$ cat src/rtl/sparc_ctrl_seq.sv
// Moore control sequencer for the SPARC datapath: fetch/decode/execute, Bicc, Ticc and trap entry.
// Optional MFC watchdog in F2 is enabled by defining SPARC_CTRL_MFC_TIMEOUT_EN.
module sparc_ctrl_seq #(
  parameter int MFC_TIMEOUT = 15
) (
  input  logic        Clk,
  input  logic        Clr,
  input  logic [31:0] IR,
  input  logic        MFC,
  input  logic [3:0]  ICC,
  input  logic        ET,
  input  logic        TRAP_REQ,
  output logic        IRE, MDRE, MARE, PCE, nPCE, RFE, TBRE, PSRE, WIME, tQE,
  output logic        ClrPC, nPCClr, IRClr, tQClr,
  output logic        ALUE, MFA, nPC_ADD, nPC_ADDSEL, BAUX, MOP_SEL, PSR_SEL, RA_SEL, DISP_SEL, AOP_SEL,
  output logic [1:0]  nPC_SEL, MAR_SEL, MDR_SEL, ALU_SEL, CIN_SEL, RC_SEL,
  output logic [5:0]  OP1,
  output logic        ERR,
  output logic [4:0]  STATE
);

  typedef enum logic [4:0] {
    S_RST1 = 5'd0,  S_RST2 = 5'd1,  S_RST3 = 5'd2,  S_F1  = 5'd3,
    S_F2   = 5'd4,  S_F3   = 5'd5,  S_DEC  = 5'd6,  S_ALU = 5'd7,
    S_N1   = 5'd8,  S_N2   = 5'd9,  S_BR   = 5'd10, S_BT1 = 5'd11,
    S_BT2  = 5'd12, S_TRAP = 5'd13, S_T1   = 5'd14, S_T2  = 5'd15,
    S_T3   = 5'd16, S_T4   = 5'd17, S_T5   = 5'd18, S_T6  = 5'd19,
    S_ERR  = 5'd31
  } state_t;

  state_t state, state_nxt;
  logic   annul, annul_nxt;
  logic   trap_true, trap_true_nxt;
  logic   is_ticc, is_bicc, is_fmt3, cond_true;
  logic   unused_bits;

  // SPARC V8 icc condition table; bit 3 of the field inverts the base test.
  function automatic logic icc_cond(input logic [3:0] c, input logic [3:0] icc);
    logic n, z, v, cy, base;
    {n, z, v, cy} = icc;
    case (c[2:0])
      3'b000:  base = 1'b0;
      3'b001:  base = z;
      3'b010:  base = z | (n ^ v);
      3'b011:  base = n ^ v;
      3'b100:  base = cy | z;
      3'b101:  base = cy;
      3'b110:  base = n;
      default: base = v;
    endcase
    return c[3] ^ base;
  endfunction

  assign is_ticc     = (IR[31:30] == 2'b10) && (IR[24:19] == 6'h3A);
  assign is_bicc     = (IR[31:30] == 2'b00) && (IR[24:22] == 3'b010);
  assign is_fmt3     = (IR[31:30] == 2'b10);
  assign cond_true   = icc_cond(IR[28:25], ICC);
  assign unused_bits = ^{IR[18:0], MFC_TIMEOUT[0]};

`ifdef SPARC_CTRL_MFC_TIMEOUT_EN
  localparam int CW = ($clog2(MFC_TIMEOUT + 1) > 4) ? $clog2(MFC_TIMEOUT + 1) : 4;
  logic [CW-1:0] mfc_cnt;
  logic          mfc_expired;

  // Counts cycles already spent in F2; zero on every F2 entry.
  always_ff @(posedge Clk or negedge Clr) begin
    if (!Clr)              mfc_cnt <= '0;
    else if (state == S_F2) mfc_cnt <= mfc_cnt + 1'b1;
    else                   mfc_cnt <= '0;
  end
  assign mfc_expired = (mfc_cnt == CW'(MFC_TIMEOUT - 1));
`else
  logic mfc_expired;
  assign mfc_expired = 1'b0;
`endif

  always_ff @(posedge Clk or negedge Clr) begin
    if (!Clr) begin
      state     <= S_RST1;
      annul     <= 1'b0;
      trap_true <= 1'b0;
    end else begin
      state     <= state_nxt;
      annul     <= annul_nxt;
      trap_true <= trap_true_nxt;
    end
  end

  always_comb begin
    state_nxt     = state;
    annul_nxt     = annul;
    trap_true_nxt = trap_true;
    case (state)
      S_RST1: state_nxt = S_RST2;
      S_RST2: state_nxt = S_RST3;
      S_RST3: state_nxt = S_F1;
      S_F1:   state_nxt = S_F2;
      S_F2: begin
        if (MFC)              state_nxt = S_F3;
        else if (mfc_expired) state_nxt = S_ERR;
      end
      S_F3:   state_nxt = S_DEC;
      S_DEC: begin
        if (is_ticc) begin
          state_nxt     = S_TRAP;
          trap_true_nxt = cond_true;
        end else if (is_bicc) state_nxt = S_BR;
        else if (is_fmt3)     state_nxt = S_ALU;
        else                  state_nxt = S_N1;
      end
      S_ALU:  state_nxt = S_N1;
      S_N1:   state_nxt = S_N2;
      S_N2: begin
        // A trap flushes any pending annul of the delay slot.
        if (TRAP_REQ) begin
          state_nxt = ET ? S_T1 : S_ERR;
          annul_nxt = 1'b0;
        end else if (annul) begin
          state_nxt = S_N1;
          annul_nxt = 1'b0;
        end else state_nxt = S_F1;
      end
      S_BR: begin
        annul_nxt = IR[29] & (~cond_true | (IR[28:25] == 4'b1000));
        state_nxt = cond_true ? S_BT1 : S_N1;
      end
      S_BT1:  state_nxt = S_BT2;
      S_BT2: begin
        // Annulled taken branch skips the delay slot and fetches the target next.
        if (annul) begin
          state_nxt = S_N1;
          annul_nxt = 1'b0;
        end else state_nxt = S_F1;
      end
      S_TRAP: state_nxt = S_N1;
      S_T1:   state_nxt = S_T2;
      S_T2:   state_nxt = S_T3;
      S_T3:   state_nxt = S_T4;
      S_T4:   state_nxt = S_T5;
      S_T5:   state_nxt = S_T6;
      S_T6:   state_nxt = S_F1;
      S_ERR:  state_nxt = S_ERR;
      default: state_nxt = S_ERR;
    endcase
  end

  always_comb begin
    {IRE, MDRE, MARE, PCE, nPCE, RFE, TBRE, PSRE, WIME, tQE} = 10'h3FF;
    {ClrPC, nPCClr, IRClr, tQClr} = 4'hF;
    {ALUE, MFA, nPC_ADD, nPC_ADDSEL, BAUX, MOP_SEL, PSR_SEL, RA_SEL, DISP_SEL, AOP_SEL} = 10'h000;
    {nPC_SEL, MAR_SEL, MDR_SEL, ALU_SEL, CIN_SEL, RC_SEL} = 12'h000;
    OP1   = 6'h08;
    ERR   = 1'b0;
    STATE = state;
    case (state)
      S_RST1: {ClrPC, nPCClr, IRClr, tQClr} = 4'h0;
      S_RST2: {TBRE, PSRE, WIME, RFE} = 4'h0;
      S_RST3: begin nPCE = 1'b0; nPC_ADD = 1'b1; end
      S_F1:   begin MARE = 1'b0; MAR_SEL = 2'd1; end
      S_F2:   begin MDRE = 1'b0; MFA = 1'b1; MOP_SEL = 1'b1; MDR_SEL = 2'd0; end
      S_F3:   IRE = 1'b0;
      S_ALU:  begin RFE = 1'b0; ALUE = 1'b1; CIN_SEL = 2'd2; end
      S_N1:   PCE = 1'b0;
      S_N2:   begin nPCE = 1'b0; nPC_ADD = 1'b1; end
      S_BT1:  PCE = 1'b0;
      S_BT2:  begin nPCE = 1'b0; BAUX = 1'b1; nPC_SEL = 2'd2; DISP_SEL = 1'b0; end
      S_TRAP: tQE = ~trap_true;
      S_T1:   begin PSRE = 1'b0; PSR_SEL = 1'b1; RFE = 1'b0; CIN_SEL = 2'd0; RC_SEL = 2'd2; end
      S_T2:   begin RFE = 1'b0; CIN_SEL = 2'd1; RC_SEL = 2'd1; end
      S_T3:   TBRE = 1'b0;
      S_T4:   begin nPCE = 1'b0; nPC_SEL = 2'd1; end
      S_T5:   PCE = 1'b0;
      S_T6:   begin nPCE = 1'b0; nPC_ADD = 1'b1; end
      S_ERR:  ERR = 1'b1;
      default: ;
    endcase
  end

endmodule

$ cat config.mk
export PLATFORM = sky130hd
export DESIGN_NAME = sparc_ctrl_seq
export DESIGN_NICKNAME = d
export VERILOG_FILES = /design/src/rtl/sparc_ctrl_seq.sv
export SDC_FILE = /design/constraint.sdc
export NUM_CORES = 1
export LEC_CHECK = 0
export ABC_AREA = 1
export BUFFER_PORTS_ARGS = -buffer_cell sky130_fd_sc_hd__buf_4
export CAP_MARGIN = 0
export CELL_PAD_IN_SITES_DETAIL_PLACEMENT = 1
export CELL_PAD_IN_SITES_GLOBAL_PLACEMENT = 1
export CORE_ASPECT_RATIO = 1.5
export CORE_MARGIN = 3
export CORE_UTILIZATION = 24
export CTS_BUF_LIST = sky130_fd_sc_hd__clkbuf_16
export CTS_CLUSTER_DIAMETER = 200
export DETAILED_ROUTE_END_ITERATION = 12
export PLACE_DENSITY_LB_ADDON = 0.1
export SETUP_SLACK_MARGIN = 0.1
export SYNTH_ARGS = -nofsm -noshare
export SYNTH_HDL_FRONTEND = slang
export SYNTH_SLANG_ARGS = --single-unit
$ cat constraint.sdc
create_clock -name Clk -period 2.8 [get_ports Clk]
set_clock_uncertainty 0.15 [all_clocks]
set_input_delay 0.14 -clock Clk [delete_from_list [all_inputs] [get_ports Clk]]
set_output_delay 0.14 -clock Clk [all_outputs]
set_load 0.005 [all_outputs]
==> impl_metrics.py, run 1 <==
metrics = {
    "clock_tree": {
        "cts_setup_buffers": 0,
        "cts_buffer_depth": 2,
        "clk_latency_ps": 230,
        "cts.clk_slew.worst_paths_ps": 30,
        "cts.repair.resized": 0,
        "cts_inserted_buffers": 3,
        "htreeDepth": 1,
        "cts.sinks": 7,
        "cts_tree": "done",
        "clock-root-buffer": "clkbuf_16",
        "holdBufCountCts": 1,
    },
    "critical_path": {
        "startpoint_type": "flip-flop",
        "crit_path_max_fanout": 10,
        "crit_arrival_ps": 1750,
        "end_kind": "output pin",
        "worstPathRequired_ps": 2510,
        "r2r-start": "STATE[4]",
        "crit_type": "flip-flop to output pin",
        "cp-startpoint": "STATE[4]",
    },
    "final_layout": {
        "final_util": 0.363,
        "instances_no_fill": 270,
        "n_antenna_cell": 0,
        "finalNetCount": 267,
        "fill_cells": 553,
        "syn_to_final_growth_pct": 44.5,
        "layout-drive-gt1-share": 0.293,
        "postLayoutCellArea_mm2": 0.00144,
        "multi_input_comb_area_um2": 591,
        "regArea_um2": 175,
    },
    "synth": {
        "yosysTopAreaCellShare": 0.176,
        "ys_seq_elements": 7,
        "synthFlopType": "dfrtp_1",
        "synth-edff-count": 0,
        "ys_warn_count": 0,
        "synth_top_cell_by_area": "dfrtp_1",
        "synthesis.area_um2": 993,
        "synthCells": 174,
        "synth_cell_types": 25,
        "synthTopCellsByCount": "nand2_1, inv_1, nor2_1",
        "seq_area_frac_synth": 0.176,
        "netlist_top_cells_area": "dfrtp_1, buf_4, nand2_1",
        "yosysMostFrequentCell": "nand2_1",
        "syn_area_per_cell_um2": 5.71,
        "async_flop_share": 1.00,
    },
    "global_route": {
        "grt_overflow_total": 0,
        "grt_max_degree": 11,
        "grt_antenna_before_repair": 0,
        "grt_pass1_wl_um": 5730,
        "grt.total_usage": 0.143,
        "grt_pass1_vias": 1291,
    },
    "power": {
        "power_density_mw_per_mm2": 275,
        "vdd_drop_max_v": 0.000186,
        "p_leak_nw": 0.820,
    },
    "worst_hold_path": {
        "hold_path.class": "input port to flip-flop",
        "hp-start": "MFC",
    },
    "floorplanning": {
        "core_area_mm2": 0.00396,
        "die_w_um": 58.5,
        "start_util": 0.251,
        "die_y_um": 84.8,
        "die_area_mm2": 0.00496,
        "num_rows": 28,
        "io_pins": 89,
    },
    "placed_design": {
        "placed_area_mm2": 0.00135,
        "gp_congestion": 0.847,
        "dp.cells": 265,
        "numPortBuffers": 54,
        "place_hpwl_um": 3170,
    },
    "sta": {
        "fin_crit_ps": 2040,
        "setup_tns_ps": 0,
        "timing.fmax_mhz": 491,
        "finalMaxSlewViolations": 0,
        "rsz0062_at_grt": "false",
        "setup_viol": 0,
        "period_share": 0.727,
        "hold_viol": 0,
    },
    "detailed_routing": {
        "ant_nets": 0,
        "drt_iter0_drc": 25,
        "avgViaCountPerCell": 4.58,
        "postRouteWirelength_um": 3580,
        "drt_first_pass_iters": 4,
        "avgRoutedWirePerCell_um": 13.2,
        "drc_errors": 0,
        "dr_total_vias": 1236,
    },
    "status": {
        "outcome": "finished, final reports clean",
    },
    "flow_run": {
        "drv_cap": 0,
    },
}
## cell type report
cell class / instances / area share
Timing Repair Buffer: 55 / 0.289
Multi-Input combinational cell: 128 / 0.412
Clock buffer: 3 / 0.0523
Sequential cell: 7 / 0.122
Tap cell: 45 / 0.0392
Inverter: 31 / 0.0828
Clock inverter: 1 / 0.00262
## registers in the layout, indices dropped and copies added (netlist names)
register   cells
STATE          5
annul          1
trap_true      1
## path summary, 6_finish.rpt
path	end	slack, ps	cells after the start
worst max-delay path	nPCE	760	7
worst min-delay path	STATE[0]	10	3
worst min register to register	trap_true	410	2
min in group asynchronous	STATE[3]	120	2
max in group asynchronous	annul	2260	2
worst max register to register	STATE[0]	980	9
## logic make-up (layout without fill, tap and decap cells)
| logic type | Yosys count | in the layout | synth area share |
|---|---|---|---|
| AND/OR/NAND/NOR | 98 | 98 | 0.443 |
| buffers and inverters | 52 | 90 | 0.278 |
| AO/OA/AOI/OAI | 15 | 15 | 0.0944 |
| flip-flops | 7 | 7 | 0.176 |
| other | 2 | 15 | 0.00756 |
## power by group
group	leakage, nW	internal [mW]	switching (mW)
Sequential	0.0693	0.103	0.00114
Clock	0.0423	0.185	0.0489
Combinational	0.708	0.0280	0.0290
## worst max-delay path, stage by stage (launching register included)
cell	delay, ps
dfrtp_1	620
inv_4	120
nand3_2	160
inv_1	70
nand2_1	100
nand2_1	110
nor3_1	190
buf_4	140
## per-stage QoR
step / total power, mW / worst slack, ps / hold WS, ps
floorplan: 0.143 / 1350 / -306
global placement: 0.157 / 973 / -195
detailed placement: 0.161 / 989 / -193
CTS: 0.399 / 741 / 14.5
global route: 0.415 / 568 / 33.4
finish: 0.395 / 765 / 12.1
## cells in the final DEF, fill, tap and decap left out, types with 2 or more instances in the layout
cell type / n
a21oi_1: 5
nand3_1: 13
conb_1: 15
buf_4: 54
nor3_1: 9
inv_1: 30
o21ai_0: 3
nor2_1: 29
clkbuf_16: 3
nand4_1: 5
nand3_2: 2
dfrtp_1: 7
o211ai_1: 2
or2_2: 2
nand2_1: 34
## per-layer routing
metal,vias to the layer above,part of all wire,GRT usage
met5,-,0,0
met4,0,0.022,0.0612
met3,6,0.044,0.00308
met2,37,0.60,0.299
met1,577,0.33,0.135
li1,616,-,-
Note: power is estimated with default switching activity, not from simulation.
==> run 2: changes to the inputs <==
- CORE_UTILIZATION: 24 -> 22
- clock period: 2.8 -> 2.1 ns (I/O delays scaled with it)
==> run 2 against run 1 <==
First-iteration DRC count is 12% lower. Clock power is 35% higher. Utilization is 2.1 points lower. Combinational power is 35% higher. Clock-buffer cell count stayed put. Sequential share of layout area hardly changed. Global-route usage is 0.60 points higher. Critical path type unchanged. Largest cell class unchanged.
==> impl_metrics.py, run 2 (same netlist as run 1, synthesis figures left out) <==
metrics = {
    "detailed_routing": {
        "postRouteWirelength_um": 3780,
        "ant_nets": 0,
        "drt_first_pass_iters": 4,
        "avgRoutedWirePerCell_um": 13.8,
        "avgViaCountPerCell": 4.53,
        "drc_errors": 0,
        "drt_iter0_drc": 22,
        "dr_total_vias": 1236,
    },
    "power": {
        "clock_power_share": 0.595,
        "p_int_mw": 0.422,
        "p_leak_nw": 0.825,
        "netSwitchingFraction": 0.205,
        "seqPwrFrac": 0.260,
        "power_density_mw_per_mm2": 363,
        "power_frac_comb": 0.145,
        "p_sw_mw": 0.109,
        "vdd_drop_max_v": 0.000164,
    },
    "floorplanning": {
        "die_w_um": 60.9,
        "start_util": 0.232,
        "io_pins": 89,
        "die_area_mm2": 0.00537,
        "die_y_um": 88.3,
        "core_area_mm2": 0.00428,
        "num_rows": 29,
    },
    "final_layout": {
        "final_util": 0.342,
        "layout_common_cells": "buf_4, nand2_1, inv_1",
        "finalNetCount": 269,
        "largest_reg_flops": 5,
        "final_common_cell": "buf_4",
        "layout-drive-gt1-share": 0.322,
        "fill_cells": 580,
        "syn_to_final_growth_pct": 47.2,
        "n_antenna_cell": 0,
        "postLayoutCellArea_mm2": 0.00146,
    },
    "critical_path": {
        "worstRegToRegCells": 9,
        "worstPathRequired_ps": 1850,
        "r2r-end": "STATE[0]",
        "startpoint_type": "flip-flop",
        "end_kind": "output pin",
        "r2r-start": "STATE[4]",
        "crit_type": "flip-flop to output pin",
        "rrSetupSlack_ps": 430,
        "crit_arrival_ps": 1640,
        "crit_path_max_fanout": 9,
    },
    "status": {
        "outcome": "finished, final reports clean",
    },
    "global_route": {
        "grt_antenna_before_repair": 0,
        "grt_max_degree": 10,
        "grt.total_usage": 0.149,
        "grt_overflow_total": 0,
        "grt_pass1_vias": 1309,
        "grt_pass1_wl_um": 6160,
    },
    "clock_tree": {
        "cts_tree": "done",
        "cts_inserted_buffers": 3,
        "cts_buffer_depth": 2,
        "clk_latency_ps": 230,
        "cts.sinks": 7,
        "clock-root-buffer": "clkbuf_16",
        "htreeDepth": 1,
        "cts.clk_slew.worst_paths_ps": 40,
        "cts_setup_buffers": 0,
    },
    "sta": {
        "hold_viol": 0,
        "fin_crit_ps": 1890,
        "setup_viol": 0,
        "finalMaxSlewViolations": 0,
        "rsz0062_at_grt": "true",
        "period_share": 0.902,
        "timing.fmax_mhz": 528,
        "setup_tns_ps": 0,
    },
    "placed_design": {
        "gp_congestion": 0.822,
        "placed_area_mm2": 0.00136,
        "place_hpwl_um": 3290,
        "numPortBuffers": 54,
    },
    "flow_run": {
        "drv_cap": 0,
    },
    "worst_hold_path": {
        "hold_path.class": "input port to async pin",
    },
}
==> run 2: how the worst max path moves through the flow <==
stage	start	end	cells past startpoint
2_1_floorplan	STATE[4]	STATE[0]	10
3_3_place_gp	STATE[1]	STATE[0]	7
3_5_place_dp	STATE[1]	STATE[0]	7
4_1_cts	STATE[1]	MDRE	5
5_1_grt	STATE[0]	RFE	4
6_report	STATE[0]	nPC_ADD	4
==> run 2: cell type report <==
class                      instances  area [um2]  area share
inverter                          31         119      0.0813
clock buffer                       3        75.1      0.0513
clock inverter                     1        3.75     0.00257
tap                               46        57.6      0.0393
multi-input combinational        128         596       0.407
timing repair buffer              57         433       0.296
sequential                         7         179       0.122
==> run 2: what timing repair did <==
action | in CTS | in global routing
setup endpoints to repair | 0 | 9
hold buffers | 2 | 0
resized for setup | 0 | 6
endpoints found under the hold margin | 8 | 0
==> run 2: per-stage QoR <==
stage / cells / hold WS [ps] / power [mW] / setup WS, ps
finish: 273 / 86.5 / 0.531 / 206
global route: 273 / 100 / 0.556 / 82.9
CTS: 273 / 78.4 / 0.536 / 158
detailed placement: 267 / -226 / 0.215 / 363
global placement: 267 / -229 / 0.210 / 376
floorplan: 187 / -341 / 0.191 / 647
==> run 2: critical path, stage by stage, from the launching register on <==
cell and delay, ps:
dfrtp_1 470, nand2_1 250, o31ai_1 400, or2_2 180, buf_4 100
==> run 2: layer usage <==
layer / share of wire / track usage / up-vias
met3: 0.044 / 0.0146 / 6
met2: 0.60 / 0.299 / 37
met1: 0.35 / 0.152 / 572
li1: - / - / 621
met5: 0 / 0 / -
met4: 0.013 / 0.0533 / 0
==> run 2: power groups by stage <==
stage | registers, mW | clock network [mW] | logic [mW]
2_1_floorplan | 0.139 | 0 | 0.0512
3_3_place_gp | 0.140 | 0 | 0.0705
3_5_place_dp | 0.140 | 0 | 0.0746
4_1_cts | 0.138 | 0.320 | 0.0778
5_1_grt | 0.138 | 0.329 | 0.0891
6_report | 0.138 | 0.316 | 0.0772
